<file path="config.mk">
export PLATFORM = sky130hd
export DESIGN_NAME = audio_voice_scheduler_flat
export DESIGN_NICKNAME = d
export VERILOG_FILES = /design/src/rtl/audio_voice_scheduler_if.sv /design/src/rtl/audio_voice_scheduler.sv /design/src/flat_wrapper.sv
export SDC_FILE = /design/constraint.sdc
export NUM_CORES = 1
export LEC_CHECK = 0
export ABC_AREA = 1
export BUFFER_PORTS_ARGS = -buffer_cell sky130_fd_sc_hd__buf_2
export CAP_MARGIN = 20
export CORE_MARGIN = 2
export CORE_UTILIZATION = 30
export CTS_CLUSTER_DIAMETER = 100
export DETAILED_ROUTE_END_ITERATION = 10
export GPL_TIMING_DRIVEN = 1
export SLEW_MARGIN = 20
export SYNTH_ARGS = -nofsm -noshare
export SYNTH_HDL_FRONTEND = slang
export SYNTH_SLANG_ARGS = --single-unit
</file>
<file path="constraint.sdc">
create_clock -name clk -period 3.2 [get_ports clk]
set_input_delay 0.64 -clock clk [delete_from_list [all_inputs] [get_ports clk]]
set_output_delay 0.64 -clock clk [all_outputs]
set_load 0.05 [all_outputs]
</file>
<file path="src/rtl/audio_voice_scheduler_if.sv">
// Voice producer handshakes and DAC sample bus of the two-voice audio scheduler.
interface audio_voice_scheduler_if #(
   parameter int WIDTH = 16
);
   logic signed [WIDTH-1:0] v0_data;
   logic                    v0_valid;
   logic                    v0_ready;
   logic signed [WIDTH-1:0] v1_data;
   logic                    v1_valid;
   logic                    v1_ready;
   logic signed [WIDTH-1:0] sample_out;
   logic                    sample_stb;

   modport slave (
      input  v0_data, v0_valid, v1_data, v1_valid,
      output v0_ready, v1_ready, sample_out, sample_stb
   );

   modport master (
      output v0_data, v0_valid, v1_data, v1_valid,
      input  v0_ready, v1_ready, sample_out, sample_stb
   );
endinterface

</file>
<file path="src/rtl/audio_voice_scheduler.sv">
// Two-voice sample scheduler: sample-rate tick, per-voice holding registers,
// two-stage mix/attenuate/saturate pipeline feeding the sigma-delta DAC.
module audio_voice_scheduler #(
   parameter int WIDTH   = 16,
   parameter int CLK_DIV = 1125,
   parameter int UCNT_W  = 8
) (
   input  logic                 clk,
   input  logic                 rst_n,
   input  logic                 enable,
   input  logic [3:0]           volume,
   input  logic                 clr_underrun,
   output logic [UCNT_W-1:0]    underrun_cnt,
   audio_voice_scheduler_if.slave bus
);
   localparam int DIV_W = $clog2(CLK_DIV);
   localparam logic [DIV_W-1:0] DIV_MAX = DIV_W'(CLK_DIV - 1);
   localparam logic signed [WIDTH:0] SAT_MAX = {2'b00, {(WIDTH-1){1'b1}}};
   localparam logic signed [WIDTH:0] SAT_MIN = {2'b11, {(WIDTH-1){1'b0}}};

   typedef enum logic {OFF = 1'b0, RUN = 1'b1} state_e;

   state_e                   state_q, state_d;
   logic [DIV_W-1:0]         div_q, div_d;
   logic [1:0]               full_q, full_d;
   logic [1:0][WIDTH-1:0]    hold_q, hold_d;
   logic [1:0][WIDTH-1:0]    cap_q, cap_d;
   logic [1:0]               vld_pipe_q, vld_pipe_d;
   logic [WIDTH-1:0]         out_q, out_d;
   logic [UCNT_W-1:0]        ucnt_q, ucnt_d;

   logic                     run, tick;
   logic [1:0]               vld, rdy;
   logic [1:0][WIDTH-1:0]    din;
   logic [1:0]               inc;
   logic [UCNT_W:0]          ucnt_sum;
   logic signed [WIDTH:0]    sum, shifted;
   logic [WIDTH-1:0]         mix;

   assign din  = {bus.v1_data, bus.v0_data};
   assign vld  = {bus.v1_valid, bus.v0_valid};
   assign run  = (state_q == RUN);
   assign tick = run && (div_q == DIV_MAX);
   assign rdy  = {2{run}} & ~full_q;

   // Mix at one extra bit so the sum of two full-scale voices cannot wrap.
   always_comb begin
      sum     = $signed({cap_q[0][WIDTH-1], cap_q[0]}) + $signed({cap_q[1][WIDTH-1], cap_q[1]});
      shifted = sum >>> volume;
      if (shifted > SAT_MAX)      mix = SAT_MAX[WIDTH-1:0];
      else if (shifted < SAT_MIN) mix = SAT_MIN[WIDTH-1:0];
      else                        mix = shifted[WIDTH-1:0];
   end

   always_comb begin
      inc      = {1'b0, ~full_q[0]} + {1'b0, ~full_q[1]};
      ucnt_sum = {1'b0, ucnt_q} + {{(UCNT_W-1){1'b0}}, inc};
   end

   always_comb begin
      state_d    = enable ? RUN : OFF;
      div_d      = div_q;
      full_d     = full_q;
      hold_d     = hold_q;
      cap_d      = cap_q;
      vld_pipe_d = vld_pipe_q;
      out_d      = out_q;
      ucnt_d     = ucnt_q;

      if (clr_underrun)         ucnt_d = '0;
      else if (tick && enable)  ucnt_d = ucnt_sum[UCNT_W] ? '1 : ucnt_sum[UCNT_W-1:0];

      if (!enable || !run) begin
         // Leaving or outside RUN: drop everything so a restart sees no stale samples.
         div_d      = '0;
         full_d     = '0;
         cap_d      = '0;
         vld_pipe_d = '0;
         out_d      = '0;
      end else begin
         div_d = tick ? '0 : div_q + 1'b1;
         for (int i = 0; i < 2; i++) begin
            // An empty voice handshaking on the tick edge is kept for the next slot.
            if (vld[i] && rdy[i]) begin
               full_d[i] = 1'b1;
               hold_d[i] = din[i];
            end else if (tick) begin
               full_d[i] = 1'b0;
            end
            if (tick) cap_d[i] = full_q[i] ? hold_q[i] : '0;
         end
         vld_pipe_d = {vld_pipe_q[0], tick};
         if (vld_pipe_q[0]) out_d = mix;
      end
   end

   always_ff @(posedge clk or negedge rst_n) begin
      if (!rst_n) begin
         state_q    <= OFF;
         div_q      <= '0;
         full_q     <= '0;
         hold_q     <= '0;
         cap_q      <= '0;
         vld_pipe_q <= '0;
         out_q      <= '0;
         ucnt_q     <= '0;
      end else begin
         state_q    <= state_d;
         div_q      <= div_d;
         full_q     <= full_d;
         hold_q     <= hold_d;
         cap_q      <= cap_d;
         vld_pipe_q <= vld_pipe_d;
         out_q      <= out_d;
         ucnt_q     <= ucnt_d;
      end
   end

   assign bus.v0_ready   = rdy[0];
   assign bus.v1_ready   = rdy[1];
   assign bus.sample_out = out_q;
   assign bus.sample_stb = vld_pipe_q[1];
   assign underrun_cnt   = ucnt_q;
endmodule
</file>
<file path="src/flat_wrapper.sv">
// flat-port wrapper written by rule: the top's interface ports become plain ports
module audio_voice_scheduler_flat 
#(
   parameter int WIDTH   = 16,
   parameter int CLK_DIV = 1125,
   parameter int UCNT_W  = 8
)
  (clk, rst_n, enable, volume, clr_underrun, underrun_cnt, bus_v0_data, bus_v0_valid, bus_v1_data, bus_v1_valid, bus_v0_ready, bus_v1_ready, bus_sample_out, bus_sample_stb);
  audio_voice_scheduler_if #(.WIDTH(WIDTH)) bus_i ();
  input  logic clk;
  input  logic rst_n;
  input  logic enable;
  input  logic [3:0] volume;
  input  logic clr_underrun;
  output logic [UCNT_W-1:0] underrun_cnt;
  input wire logic [$bits(bus_i.v0_data)-1:0] bus_v0_data;
  input wire logic [$bits(bus_i.v0_valid)-1:0] bus_v0_valid;
  input wire logic [$bits(bus_i.v1_data)-1:0] bus_v1_data;
  input wire logic [$bits(bus_i.v1_valid)-1:0] bus_v1_valid;
  output wire logic [$bits(bus_i.v0_ready)-1:0] bus_v0_ready;
  output wire logic [$bits(bus_i.v1_ready)-1:0] bus_v1_ready;
  output wire logic [$bits(bus_i.sample_out)-1:0] bus_sample_out;
  output wire logic [$bits(bus_i.sample_stb)-1:0] bus_sample_stb;
  assign bus_i.v0_data = bus_v0_data;
  assign bus_i.v0_valid = bus_v0_valid;
  assign bus_i.v1_data = bus_v1_data;
  assign bus_i.v1_valid = bus_v1_valid;
  assign bus_v0_ready = bus_i.v0_ready;
  assign bus_v1_ready = bus_i.v1_ready;
  assign bus_sample_out = bus_i.sample_out;
  assign bus_sample_stb = bus_i.sample_stb;
  audio_voice_scheduler #(.WIDTH(WIDTH), .CLK_DIV(CLK_DIV), .UCNT_W(UCNT_W)) u_core (.clk(clk), .rst_n(rst_n), .enable(enable), .volume(volume), .clr_underrun(clr_underrun), .underrun_cnt(underrun_cnt), .bus(bus_i));
endmodule
</file>
==> out/qor.yml <==
synthesis:
  synth_cell_types: 40
  syn_inst: 853
  synth_edf_count: 0
  async_flop_share_pct: 100
  synth_common_cells: "258 x nand2_1, 109 x nand3_1, 106 x inv_1, 104 x dfrtp_1, 63 x nor2_1"
  yosysTopAreaCell: "dfrtp_1"
  synthSimpleGateAreaFrac_pct: 34.2
  synthXorXnorAreaFrac_pct: 0.568
  syn_area_per_cell_um2: 7.23
  syn_area_um2: 6170
  synth-seq-cells: 104
  synthMuxAreaShare_pct: 1.26
  yosysTopAreaCellShare_pct: 42.2
  synthFlopType: "dfrtp_1"
  synth_area_leaders: "dfrtp_1 42%, nand2_1 16%, nand3_1 8.8%"
  ys_seq_area_share_pct: 42.2
  synth_fa_ha_area_share_pct: 4.50
  syn-num-nets: 916
  yosysMostFrequentCell: "nand2_1"
  yosysWarnings: 0
  synth_top_family_by_area: "simple AND/OR/NAND/NOR gates"
  synth_compound_area_share_pct: 8.38
placement:
  dpl.cell_count: 1173
  dpl_cell_area_um2: 6820
  port_buffers: 68
  place_hpwl_um: 11700
  gp_congestion: 0.876
  pre_cts_ws_ns: 0.585
routing:
  drtIter0Drc: 302
  avgViaCountPerCell: 4.64
  vias: 5516
  ant_nets: 0
  drc: 0
  drt-pass1-iter-count: 5
  wl_um: 15400
  avgRoutedWirePerCell_um: 12.9
clocking:
  cts_max_path_buffers: 2
  cts_sinks: 104
  htree_levels: 3
  ctsResizeCount: 0
  cts_tree: "built"
  clock_latency_ns: 0.36
  postCtsSetupBuffers: 0
  cts_made_buffers: 9
  clkTransAtPathRegs_ns: 0.08
  cts_hold_buf: 0
  root_buffer: "clkbuf_16"
floorplanning:
  fp.dieW_um: 147
  dieArea_um2: 21700
  io_pins: 69
  die_h_um: 147
  core_area_um2: 20200
  floorplan.initialDensity_pct: 30.5
  fp-row-count: 52
critical_path:
  path_common_cell: "nand2_1"
  critPathArrivalTime_ns: 2.87
  cp_max_fo: 7
  worstPathCellList: "ha_1 -> inv_1 -> fa_1 -> inv_1 -> nand3_1 -> nand2_2 -> nand2_1 -> nand2_2 -> nand2_2 -> nand2_1 -> nand2_2 -> nand2_4 -> inv_4 -> nor2_4 -> nand4_4 -> nand2_1 -> inv_2 -> nand2_1 -> nand2_1 -> nand2_1 -> nand2_1"
  end_kind: "register"
  crit_family: "simple AND/OR/NAND/NOR gates"
  startpoint_type: "register"
  crit_required_ns: 3.45
  critPathMaxStageDelay_ns: 0.41
  crit_type: "reg2reg"
  cp_num_buf_inv: 4
  cpMaxStageDelayCell: "fa_1"
power:
  cellLeakagePower_nw: 3.81
  peakVddDrop_mv: 0.247
  p_per_area_nw_per_um2: 408
sta:
  hold_viol_final: 0
  final.period_utilization_pct: 81.9
  relSlewSlack_pct: 50.1
  fmax_ghz: 0.381
  fin_crit_ns: 2.62
  setup_tns_ns: 0
  grt_setup_unrepaired: "false"
  slew_viol_final: 0
  whs_ns: 0.307
  clock_skew_ns: 0.0127
  worst_slew_pin_slew_ns: 0.743
  setup_slack_ns: 0.579
  setup_viol: 0
layout:
  diodes: 0
  drive_gt1_share_pct: 14.0
  layoutNonFillerInstCount: 1189
  post-route-cell-area_um2: 7130
  synthToLayoutAreaGrowth_pct: 15.7
  nNetsFinal: 977
grt:
  antenna_found_initial: 0
  overflow: 0
  grt_pass1_vias: 5313
  grt_max_degree: 50
  grt_first_pass_wirelength_um: 25900
  track_usage_pct: 14.7
hold_path:
  hold_class: "in2async"
outcome:
  status: "finished clean"
job:
  cap_violations: 0
## report_power, final
group | leakage (nW) | total (mW) | internal (mW) | switching (mW)
clock | 0.155 | 1.17 | 0.640 | 0.534
combinational | 2.31 | 0.311 | 0.108 | 0.204
sequential | 1.35 | 1.42 | 1.39 | 0.0312
## registers in the layout, indices dropped and copies added, names as in the netlist
| register | cells |
|---|---|
| u_core.full_q | 2 |
| u_core.underrun_cnt | 8 |
| u_core.run | 1 |
| u_core.div_q | 11 |
| u_core.cap_q | 32 |
| u_core.vld_pipe_q | 2 |
| u_core.bus.sample_out | 16 |
| u_core.hold_q | 32 |
## cell type report
cell class	count	area, um2
Multi-Input combinational cell	607	3020
Clock inverter	6	72.6
Tap cell	270	338
Sequential cell	104	2600
Clock buffer	10	239
Timing Repair Buffer	76	428
Inverter	116	438
Fill cell	2137	13100
## worst register-to-register path: cells and delay by family (launching register included)
kind	cells	cell delay [ns]
buf+inv	4	0.31
flops	1	0.36
fa+ha+maj	2	0.60
simple gates	15	1.25
## metal layers
layer / part of all wire (%) / vias to the layer above / global-route usage (%)
met1: 49 / 2525 / 19.4
li1: - / 2851 / -
met4: 1.7 / 0 / 4.52
met5: 0 / - / 0
met3: 3.3 / 20 / 2.16
met2: 46 / 120 / 24.9
## cell usage in the layout (no fill, tap or decap), types with 4 or more instances in the layout
cell,synthesis,routed
nand2_1,258,258
nand3_1,109,109
inv_1,106,106
dfrtp_1,104,104
buf_2,4,67
nor2_1,63,63
a21oi_1,42,42
o21ai_0,40,40
ha_1,19,19
clkbuf_16,0,9
nor3_1,8,8
nand2_2,8,8
buf_4,0,7
o22ai_1,6,6
mux2_2,6,6
o211ai_1,6,6
inv_2,6,6
nand4_1,5,5
or2_2,4,4
and2_1,4,4
nand3_2,4,4
## final timing paths
check	cells after the start	slack, ns	startpoint	to
worst max register to register	21	0.58	u_core.cap_q[16]	u_core.bus.sample_out[8]
max in group asynchronous	2	2.20	rst_n	u_core.cap_q[13]
worst min register to register	1	0.46	u_core.div_q[0]	u_core.div_q[0]
worst max-delay path	21	0.58	u_core.cap_q[16]	u_core.bus.sample_out[8]
worst min-delay path	1	0.31	rst_n	u_core.hold_q[13]
min in group clk	1	0.44	enable	u_core.run
## per-stage QoR
step / power [mW] / util [%]
after detailed placement: 1.77 / 33.7
after global placement: 1.76 / 33.7
after global routing: 3.04 / 35.3
final: 2.91 / 35.3
after floorplan: 1.64 / -
after CTS: 2.94 / 35.3
## kinds of logic (layout without fill, tap and decap cells)
family,after synthesis,in the layout
multiplexers,7,7
XOR/XNOR,4,4
adder cells (fa/ha/maj),21,21
AO/OA/AOI/OAI,97,97
buffers and inverters,142,208
flip-flops,104,104
AND/OR/NAND/NOR,478,478
(Power assumes the default switching activity.)
